$ cat src/rtl/addr_map_decode_pipe.sv
// -----------------------------------------------------------------------------
// addr_map_decode_pipe
//
// Registered address decoder that sits behind the address-map rule table.
// Each accepted request address is compared against NUM_RULES rules
// (start_addr <= addr < end_addr, unsigned). The lowest matching array
// position wins. The decoded slave index is emitted one cycle later, or
// DEFAULT_IDX together with an error flag when nothing matches. A skid slot
// behind the output register keeps one transfer per cycle under
// backpressure while in_ready_o stays a pure flop output.
//
// Optional feature macro: ADDR_MAP_DECODE_MISS_STATS_EN
//   defined   : saturating miss counter plus the address of the latest miss,
//               both updated when a request is accepted.
//   undefined : miss_cnt_o / last_miss_addr_o are tied to zero.
//
// Ports
//   clk_i             clock
//   rst_ni            asynchronous active-low reset
//   addr_map_i        rule table, held stable while requests are in flight
//   in_valid_i        request valid
//   in_ready_o        request accepted when high together with in_valid_i
//   in_addr_i         request address
//   out_valid_o       decoded result valid
//   out_ready_i       consumer ready
//   out_addr_o        request address passed through
//   out_idx_o         idx field of the matching rule, or DEFAULT_IDX
//   out_err_o         high when no rule matched
//   miss_cnt_o        saturating count of accepted misses (optional feature)
//   last_miss_addr_o  address of the latest accepted miss (optional feature)
// -----------------------------------------------------------------------------
package addr_map_rule_pkg;
    typedef struct packed {
        logic [31:0] idx;
        logic [31:0] start_addr;
        logic [31:0] end_addr;
    } addr_map_rule_t;
endpackage

module addr_map_decode_pipe #(
    parameter int unsigned NUM_RULES   = 4,
    parameter logic [31:0] DEFAULT_IDX = 32'd0
) (
    input  logic                                             clk_i,
    input  logic                                             rst_ni,
    input  addr_map_rule_pkg::addr_map_rule_t [NUM_RULES-1:0] addr_map_i,
    input  logic                                             in_valid_i,
    output logic                                             in_ready_o,
    input  logic [31:0]                                      in_addr_i,
    output logic                                             out_valid_o,
    input  logic                                             out_ready_i,
    output logic [31:0]                                      out_addr_o,
    output logic [31:0]                                      out_idx_o,
    output logic                                             out_err_o,
    output logic [15:0]                                      miss_cnt_o,
    output logic [31:0]                                      last_miss_addr_o
);

    // ---- stage p0: combinational decode of the incoming address ----
    logic        dec_hit_p0;
    logic [31:0] dec_idx_p0;

    // Walk from the highest position down so the lowest matching position
    // overwrites last and therefore wins. start >= end can never satisfy both
    // compares, so empty/inverted rules drop out naturally.
    always_comb begin
        dec_hit_p0 = 1'b0;
        dec_idx_p0 = DEFAULT_IDX;
        for (int i = int'(NUM_RULES) - 1; i >= 0; i--) begin
            if ((in_addr_i >= addr_map_i[i].start_addr) &&
                (in_addr_i <  addr_map_i[i].end_addr)) begin
                dec_hit_p0 = 1'b1;
                dec_idx_p0 = addr_map_i[i].idx;
            end
        end
    end

    // ---- stage p1: output register (OR) and skid register (SK) ----
    logic        out_vld_q,  out_vld_d;
    logic [31:0] out_addr_q, out_addr_d;
    logic [31:0] out_idx_q,  out_idx_d;
    logic        out_err_q,  out_err_d;
    logic        sk_vld_q,   sk_vld_d;
    logic [31:0] sk_addr_q,  sk_addr_d;
    logic [31:0] sk_idx_q,   sk_idx_d;
    logic        sk_err_q,   sk_err_d;
    logic        in_rdy_q,   in_rdy_d;

    logic in_xfer;
    logic out_drain;

    assign in_xfer   = in_valid_i && in_rdy_q;
    assign out_drain = out_vld_q && out_ready_i;

    always_comb begin
        out_vld_d  = out_vld_q;
        out_addr_d = out_addr_q;
        out_idx_d  = out_idx_q;
        out_err_d  = out_err_q;
        sk_vld_d   = sk_vld_q;
        sk_addr_d  = sk_addr_q;
        sk_idx_d   = sk_idx_q;
        sk_err_d   = sk_err_q;

        if (!out_vld_q || out_drain) begin
            // OR is free this edge: the skid entry is older, so it goes first.
            // in_ready is low whenever SK is full, so no input is lost here.
            if (sk_vld_q) begin
                out_vld_d  = 1'b1;
                out_addr_d = sk_addr_q;
                out_idx_d  = sk_idx_q;
                out_err_d  = sk_err_q;
                sk_vld_d   = 1'b0;
            end else if (in_xfer) begin
                out_vld_d  = 1'b1;
                out_addr_d = in_addr_i;
                out_idx_d  = dec_idx_p0;
                out_err_d  = !dec_hit_p0;
            end else begin
                out_vld_d  = 1'b0;
            end
        end else if (in_xfer) begin
            sk_vld_d  = 1'b1;
            sk_addr_d = in_addr_i;
            sk_idx_d  = dec_idx_p0;
            sk_err_d  = !dec_hit_p0;
        end

        // Registered ready: the next-cycle value depends only on SK occupancy.
        in_rdy_d = !sk_vld_d;
    end

    always_ff @(posedge clk_i or negedge rst_ni) begin
        if (!rst_ni) begin
            out_vld_q  <= 1'b0;
            out_addr_q <= '0;
            out_idx_q  <= '0;
            out_err_q  <= 1'b0;
            sk_vld_q   <= 1'b0;
            sk_addr_q  <= '0;
            sk_idx_q   <= '0;
            sk_err_q   <= 1'b0;
            in_rdy_q   <= 1'b0;
        end else begin
            out_vld_q  <= out_vld_d;
            out_addr_q <= out_addr_d;
            out_idx_q  <= out_idx_d;
            out_err_q  <= out_err_d;
            sk_vld_q   <= sk_vld_d;
            sk_addr_q  <= sk_addr_d;
            sk_idx_q   <= sk_idx_d;
            sk_err_q   <= sk_err_d;
            in_rdy_q   <= in_rdy_d;
        end
    end

    assign in_ready_o  = in_rdy_q;
    assign out_valid_o = out_vld_q;
    assign out_addr_o  = out_addr_q;
    assign out_idx_o   = out_idx_q;
    assign out_err_o   = out_err_q;

`ifdef ADDR_MAP_DECODE_MISS_STATS_EN
    // ---- miss statistics, updated at input acceptance ----
    function automatic logic [15:0] sat_inc16(input logic [15:0] v);
        return (v == 16'hFFFF) ? v : v + 16'd1;
    endfunction

    logic [15:0] miss_cnt_q,  miss_cnt_d;
    logic [31:0] last_miss_q, last_miss_d;

    always_comb begin
        miss_cnt_d  = miss_cnt_q;
        last_miss_d = last_miss_q;
        if (in_xfer && !dec_hit_p0) begin
            miss_cnt_d  = sat_inc16(miss_cnt_q);
            last_miss_d = in_addr_i;
        end
    end

    always_ff @(posedge clk_i or negedge rst_ni) begin
        if (!rst_ni) begin
            miss_cnt_q  <= '0;
            last_miss_q <= '0;
        end else begin
            miss_cnt_q  <= miss_cnt_d;
            last_miss_q <= last_miss_d;
        end
    end

    assign miss_cnt_o       = miss_cnt_q;
    assign last_miss_addr_o = last_miss_q;
`else
    assign miss_cnt_o       = 16'd0;
    assign last_miss_addr_o = 32'd0;
`endif

endmodule

$ cat config.mk
export PLATFORM = sky130hd
export DESIGN_NAME = addr_map_decode_pipe
export DESIGN_NICKNAME = d
export VERILOG_FILES = /design/src/rtl/addr_map_decode_pipe.sv
export SDC_FILE = /design/constraint.sdc
export NUM_CORES = 1
export LEC_CHECK = 0
export ABC_AREA = 1
export CORE_AREA = 2 2 207 209
export CTS_CLUSTER_SIZE = 20
export DETAILED_ROUTE_END_ITERATION = 10
export DIE_AREA = 0 0 209 211
export HOLD_SLACK_MARGIN = 0.02
export PLACE_DENSITY = 0.66
export SLEW_MARGIN = 10
export SYNTH_ARGS = -nofsm -noshare
export SYNTH_HDL_FRONTEND = slang
export SYNTH_SLANG_ARGS = --single-unit
$ cat constraint.sdc
create_clock -name clk_i -period 1.7 [get_ports clk_i]
set_clock_uncertainty 0.05 [all_clocks]
set_input_delay 0.255 -clock clk_i [delete_from_list [all_inputs] [get_ports clk_i]]
set_output_delay 0.255 -clock clk_i [all_outputs]
set_load 0.1 [all_outputs]
==> out/summary.txt, run 1 <==
Clk_lat worst skew = 0.43 ns
Crit start category = input port
WP data arrival = 2.81 ns
CP max stage delay = 0.46 ns
Synth cell types = 39
Final Hold Fails = 0
Layout area overhead = 89.8%
Io pins = 535
Seq/Total Area, Yosys = 0.239
# port buffers = 486
Synth Cell Area = 13,900 um2
Chip width = 209 um
Critical path cell sequence = clkdlybuf4s50_1 > inv_1 > ha_1 > nand3_2 > a31oi_1 > nor2_1 > nand2_4 > a21oi_4 > buf_12 > buf_12 > buf_16 > nand3b_1 > nand3_2 > nand3_4 > nand2_4 > nand2_1 > nand2_1 > nand2_1
Synthesized area per cell = 7.01 um2
Final WS setup = -0.836 ns
Worst r2r dst = sk_idx_q[15]
Hold depth = 3
Routed wire length = 70,400 um
Largest net degree at the start of global routing = 74
Commonest cells after routing, fill and taps aside = nand2_1, clkdlybuf4s50_1, inv_1
Leakage = 13.0 nW
H-tree levels = 4
Synth warn = 0
Cell Area, Placed = 21,200 um2
Part of the power in the clock network = 0.172
Min-delay src = in_addr_i[3]
Crit path time final = 2.54 ns
Vias = 17,300
Critical setup path kind = input port to flip-flop
Flop pwr share = 0.212
Area of the core = 41,800 um2
Total CTS buffers = 17
Final net count = 3,350
Post-Place Worst Slack = -1.56 ns
Tot GR Track Use = 0.301
Final setup viols = 66
Yosys reg bits = 133
Die ar. = 44,100 um2
Cell-internal power = 13.4 mW
Global route overflow = 0
Element type at the critical path end = flip-flop
Routed Antenna Nets = 0
Gate Count Post-Synth = 1,985
Logic pwr share = 0.617
Clock Tree Root = clkbuf_16
Worst EP required = 1.97 ns
WHS Endpoint = sk_addr_q[3]
Setup_tns = -45.43 ns
Fin crit share = 1.49
Drt initial violations = 1,337
R2R depth = 7
First-pass DRT Iterations = 7
Power density over cell area = 962 nW/um2
Final core utilization = 0.632
Switching Share = 0.471
Total power = 25.4 mW
Max-Cap Viols = 0
CTS clock-pin slew for the worst setup and hold paths = 0.06 ns
Failing checks = negative setup slack
Initial core utilization = 0.333
Hold WS = 0.234 ns
Worst R2R Start = out_valid_o
CTS tree = built
Drt wl/cell = 21.8 um
Die H = 211 um
Vias in the first global route = 17,800
Most frequent cell on the critical path = nand2_1
Cell Rows = 75
First-pass GRT wire length = 101,000 um
Hold Crit Class = input port to flip-flop
Final instance area = 26,400 um2
Status = complete, but fails checks
Commonest non-fill, non-tap cell in the layout = nand2_1
Non-filler instance count after layout = 3,236
Hpwl dp = 44,700 um
Fraction of layout cells with a size suffix above 1 = 0.345
Peak VDD IR = 0.000765 V
Initial antenna violation count = 12
FF-to-FF setup slack = 0.10 ns
Final max-slew violation count = 0
Inst Count DP = 3,068
CP max FO = 8
Drt drc = 0
CP max stage cell = clkdlybuf4s50_1
F_max = 394 MHz
Switching Power = 12.0 mW
RSZ-0062 raised after global routing = yes
CTS max path bufs = 2
Num Clock Sinks = 133
Placer Congestion = 0.929
Post-DR vias/cell = 5.34
synthesized netlist by cell type, drive strengths merged:
master | count | share of area
o221ai | 1 | 0.00063
inv | 303 | 0.082
nand3b | 33 | 0.018
nand4 | 49 | 0.022
clkbuf | 32 | 0.0086
o21ai | 67 | 0.024
o21bai | 3 | 0.0016
nand3 | 123 | 0.045
a21o | 3 | 0.0016
nand2 | 493 | 0.13
dfrtp | 133 | 0.24
a31oi | 33 | 0.015
nor3 | 12 | 0.0050
or2 | 32 | 0.014
a211oi | 2 | 0.0011
o211ai | 6 | 0.0032
ha | 252 | 0.23
buf | 88 | 0.041
a21oi | 115 | 0.042
nor3b | 1 | 0.00090
nor4 | 3 | 0.0018
o21a | 7 | 0.0038
and3 | 2 | 0.00090
and2 | 1 | 0.00045
mux2 | 31 | 0.025
nor2 | 159 | 0.043
conb | 1 | 0.00027
cell type report:
type	instances	area, um2
diodes	7	17.5
repair buffers	747	8710
flip-flops and latches	133	3330
fillers	3313	15300
clock buffers	18	429
multi-input cells	1476	11800
well taps	539	674
clock inverters	13	253
inverters	303	1170
logic make-up after synthesis:
family                     count (synthesis)  share of synthesized area
AOI/OAI and AO/OA                        237                     0.0930
adders and majority gates                252                      0.227
buffers and inverters                    423                      0.131
DFF                                      133                      0.239
muxes                                     31                     0.0251
other                                      1                   0.000269
and+or+nand+nor                          908                      0.285
layer usage:
layer | part of all wire | GRT usage | vias to the layer above | wire length (um)
li1 | - | - | 7827 | -
met1 | 0.37 | 0.338 | 8114 | 25900
met2 | 0.48 | 0.537 | 1016 | 33900
met3 | 0.083 | 0.0604 | 320 | 5840
met4 | 0.067 | 0.163 | 8 | 4690
met5 | 0.00070 | 0 | - | 49
repair_timing:
item	4_1_cts	5_1_grt
gates resized for setup	733	167
hold endpoints to repair	94	0
hold buffers	1	0
gates cloned	31	2
buffers inserted	84	25
pin swaps	277	154
setup endpoints to repair	66	66
state kept, by name, indices dropped and copies added (netlist names):
signal / count
in_ready_o: 1
out_err_o: 1
out_addr_o: 32
sk_vld_q: 1
out_idx_o: 32
out_valid_o: 1
sk_err_q: 1
sk_addr_q: 32
sk_idx_q: 32
worst max-delay path, delay by kind of cell:
kind	cells	cell delay [ns]
buf+inv	5	0.91
compound gates	2	0.21
fa+ha+maj	1	0.30
simple gates	10	1.12
worst max path at each step:
stage	startpoint	end
finish	addr_map_i[204]	out_idx_o[12]
global route	addr_map_i[329]	out_idx_o[12]
CTS	in_addr_i[25]	out_idx_o[12]
detailed placement	in_addr_i[14]	out_idx_o[15]
global placement	in_addr_i[14]	out_idx_o[30]
floorplan	addr_map_i[60]	out_idx_o[26]
power by group through the flow:
stage,registers [mW],logic [mW],clock network [mW]
5_1_grt,5.48,16.3,4.53
3_5_place_dp,5.35,13.1,0
3_3_place_gp,5.30,12.9,0
6_report,5.38,15.7,4.36
4_1_cts,5.31,14.9,4.40
2_1_floorplan,8.94,3.97,0
Note: power is estimated with default switching activity, not from simulation.
==> run 2, diff against run 1 <==
--- a/config.mk
+++ b/config.mk
@@ -6,12 +6,13 @@
 export NUM_CORES = 1
 export LEC_CHECK = 0
 export ABC_AREA = 1
-export CORE_AREA = 2 2 207 209
+export CORE_ASPECT_RATIO = 0.5
+export CORE_MARGIN = 1.5
+export CORE_UTILIZATION = 40
 export CTS_CLUSTER_SIZE = 20
 export DETAILED_ROUTE_END_ITERATION = 10
-export DIE_AREA = 0 0 209 211
 export HOLD_SLACK_MARGIN = 0.02
-export PLACE_DENSITY = 0.66
+export PLACE_DENSITY = 0.77
 export SLEW_MARGIN = 10
 export SYNTH_ARGS = -nofsm -noshare
 export SYNTH_HDL_FRONTEND = slang
==> out/summary.txt, run 2 (synthesis gave the netlist of run 1 again) <==
Status = complete, but fails checks
Failing checks = negative setup slack
Final net count = 3,359
Vias in the first global route = 17,200
Max transition margin = 0.316
Final max-slew violation count = 0
Cell Rows = 48
Initial antenna violation count = 39
Area of the multi-input gates = 13,100 um2
Met2 Usage GRT = 0.596
First-pass DRT Iterations = 10
Crit start category = input port
Clock Tree Root = clkbuf_16
Leakage = 13.7 nW
Worst r2r dst = out_addr_o[16]
Hold depth = 3
RSZ-0062 raised after global routing = yes
Final Hold Fails = 0
Worst slew pin tran = 1.02 ns
Layout area overhead = 99.5%
Crit path time final = 3.46 ns
Placer Congestion = 0.985
Routed Antenna Nets = 0
Filler cells = 1,667
Register Area = 3330 um2
Drt drc = 0
F_max = 289 MHz
# port buffers = 486
Fraction of layout cells with a size suffix above 1 = 0.456
WHS Endpoint = sk_addr_q[25]
Initial core utilization = 0.405
CTS clock-pin slew for the worst setup and hold paths = 0.07 ns
Power density over cell area = 969 nW/um2
Peak VDD IR = 0.000985 V
Critical setup path kind = input port to flip-flop
Largest net degree at the start of global routing = 74
GR Layer Usage met3 = 0.0642
CP max FO = 8
Commonest cells after routing, fill and taps aside = nand2_1, ha_4, inv_2
R2R depth = 7
Final setup viols = 98
Io pins = 535
Hold WS = 0.194 ns
Layer with the highest usage = met2
H-tree levels = 4
Global route overflow = 0
Num Clock Sinks = 133
Post-DR vias/cell = 6.37
Setup_tns = -111.20 ns
Drt wl/cell = 30.2 um
CTS max path bufs = 2
Worst R2R Start = in_ready_o
Drt initial violations = 3,323
Hpwl dp = 45,700 um
Element type at the critical path end = flip-flop
Chip width = 267 um
Worst EP required = 1.98 ns
Tot GR Track Use = 0.351
Hold Crit Class = input port to flip-flop
Routed wire length = 97,000 um
Clk_lat worst skew = 0.44 ns
Total CTS buffers = 17
FF-to-FF setup slack = -0.64 ns
Die H = 135 um
Post-Place Worst Slack = -1.45 ns
CTS tree = built
WP data arrival = 3.74 ns
Min-delay src = in_addr_i[25]
Max-Cap Viols = 0
Die ar. = 36,000 um2
First-pass GRT wire length = 96,200 um
Met1 Resource Use GR = 0.411
Vias = 20,500
Fin crit share = 2.04
Commonest non-fill, non-tap cell in the layout = nand2_1
Final WS setup = -1.76 ns
Area of the core = 34,400 um2
==> run 2: cell count changes in the layout (fill, tap and decap cells not counted), sizes merged <==
cell	previous run	this run
diode	7	35
clkinv	4	5
clkdlybuf4s15	13	27
bufinv	7	4
clkdlybuf4s50	240	137
inv	303	307
clkinvlp	2	0
buf	340	360
clkbuf	24	41
dlymetal6s2s	13	75
==> run 2: stage by stage <==
step | std cells | total power [mW] | utilization | instance area [um2]
floorplan | 2032 | 12.9 | - | 14500
global placement | 3028 | 18.3 | 0.623 | 21400
detailed placement | 3028 | 18.5 | 0.623 | 21400
CTS | 3116 | 23.7 | 0.717 | 24600
global route | 3203 | 27.4 | 0.808 | 27800
finish | 3210 | 26.9 | 0.808 | 27800
==> run 2: layout make-up <==
cell class	instances	share of cell area
Clock inverter	13	0.00703
Antenna cell	35	0.00315
Clock buffer	19	0.0156
Multi-Input combinational cell	1476	0.471
Sequential cell	133	0.120
Inverter	303	0.0423
Timing Repair Buffer	756	0.319
Tap cell	475	0.0214
==> run 2: repair_timing <==
item | CTS | global route
hold buffers | 1 | 0
pin swaps | 272 | 324
hold endpoints to repair | 35 | 0
setup endpoints to repair | 66 | 66
gates cloned | 17 | 10
buffers inserted | 38 | 61
resized for setup | 742 | 710
==> run 2: metal layers <==
layer	vias to the layer above	routed length, um
met5	-	442
met4	20	11400
met3	1028	15000
met2	2153	39500
met1	9402	30700
li1	7853	-
==> run 2: critical path: stages <==
cell           delay [ns]
dlygate4sd2_1        0.63
inv_2                0.14
ha_4                 0.33
nand4_1              0.24
nor3_2               0.84
nand3_4              0.18
buf_6                0.17
and2_4               0.18
buf_12               0.17
nand3_2              0.08
nand3_2              0.10
nand2_4              0.09
nand2_1              0.09
nand2_1              0.13
nand2_1              0.07
==> run 2: worst max-delay path by stage <==
stage | startpoint | endpoint | slack, ns | depth (start not counted)
2_1_floorplan | addr_map_i[60] | out_idx_o[26] | -0.33 | 15
3_3_place_gp | in_addr_i[28] | out_idx_o[0] | -1.44 | 18
3_5_place_dp | in_addr_i[1] | out_idx_o[12] | -1.45 | 23
4_1_cts | addr_map_i[99] | sk_idx_q[29] | -0.61 | 18
5_1_grt | addr_map_i[119] | out_idx_o[29] | -1.59 | 15
6_report | addr_map_i[119] | out_idx_o[6] | -1.76 | 15
==> run 2: report_power, final <==
part           total, mW  internal [mW]  switching (mW)  leakage (nW)
registers           5.53           4.32            1.20          1.60
logic               17.2           6.64            10.6          11.8
clock network       4.18           2.48            1.69         0.307
total               26.9           13.4            13.5          13.7
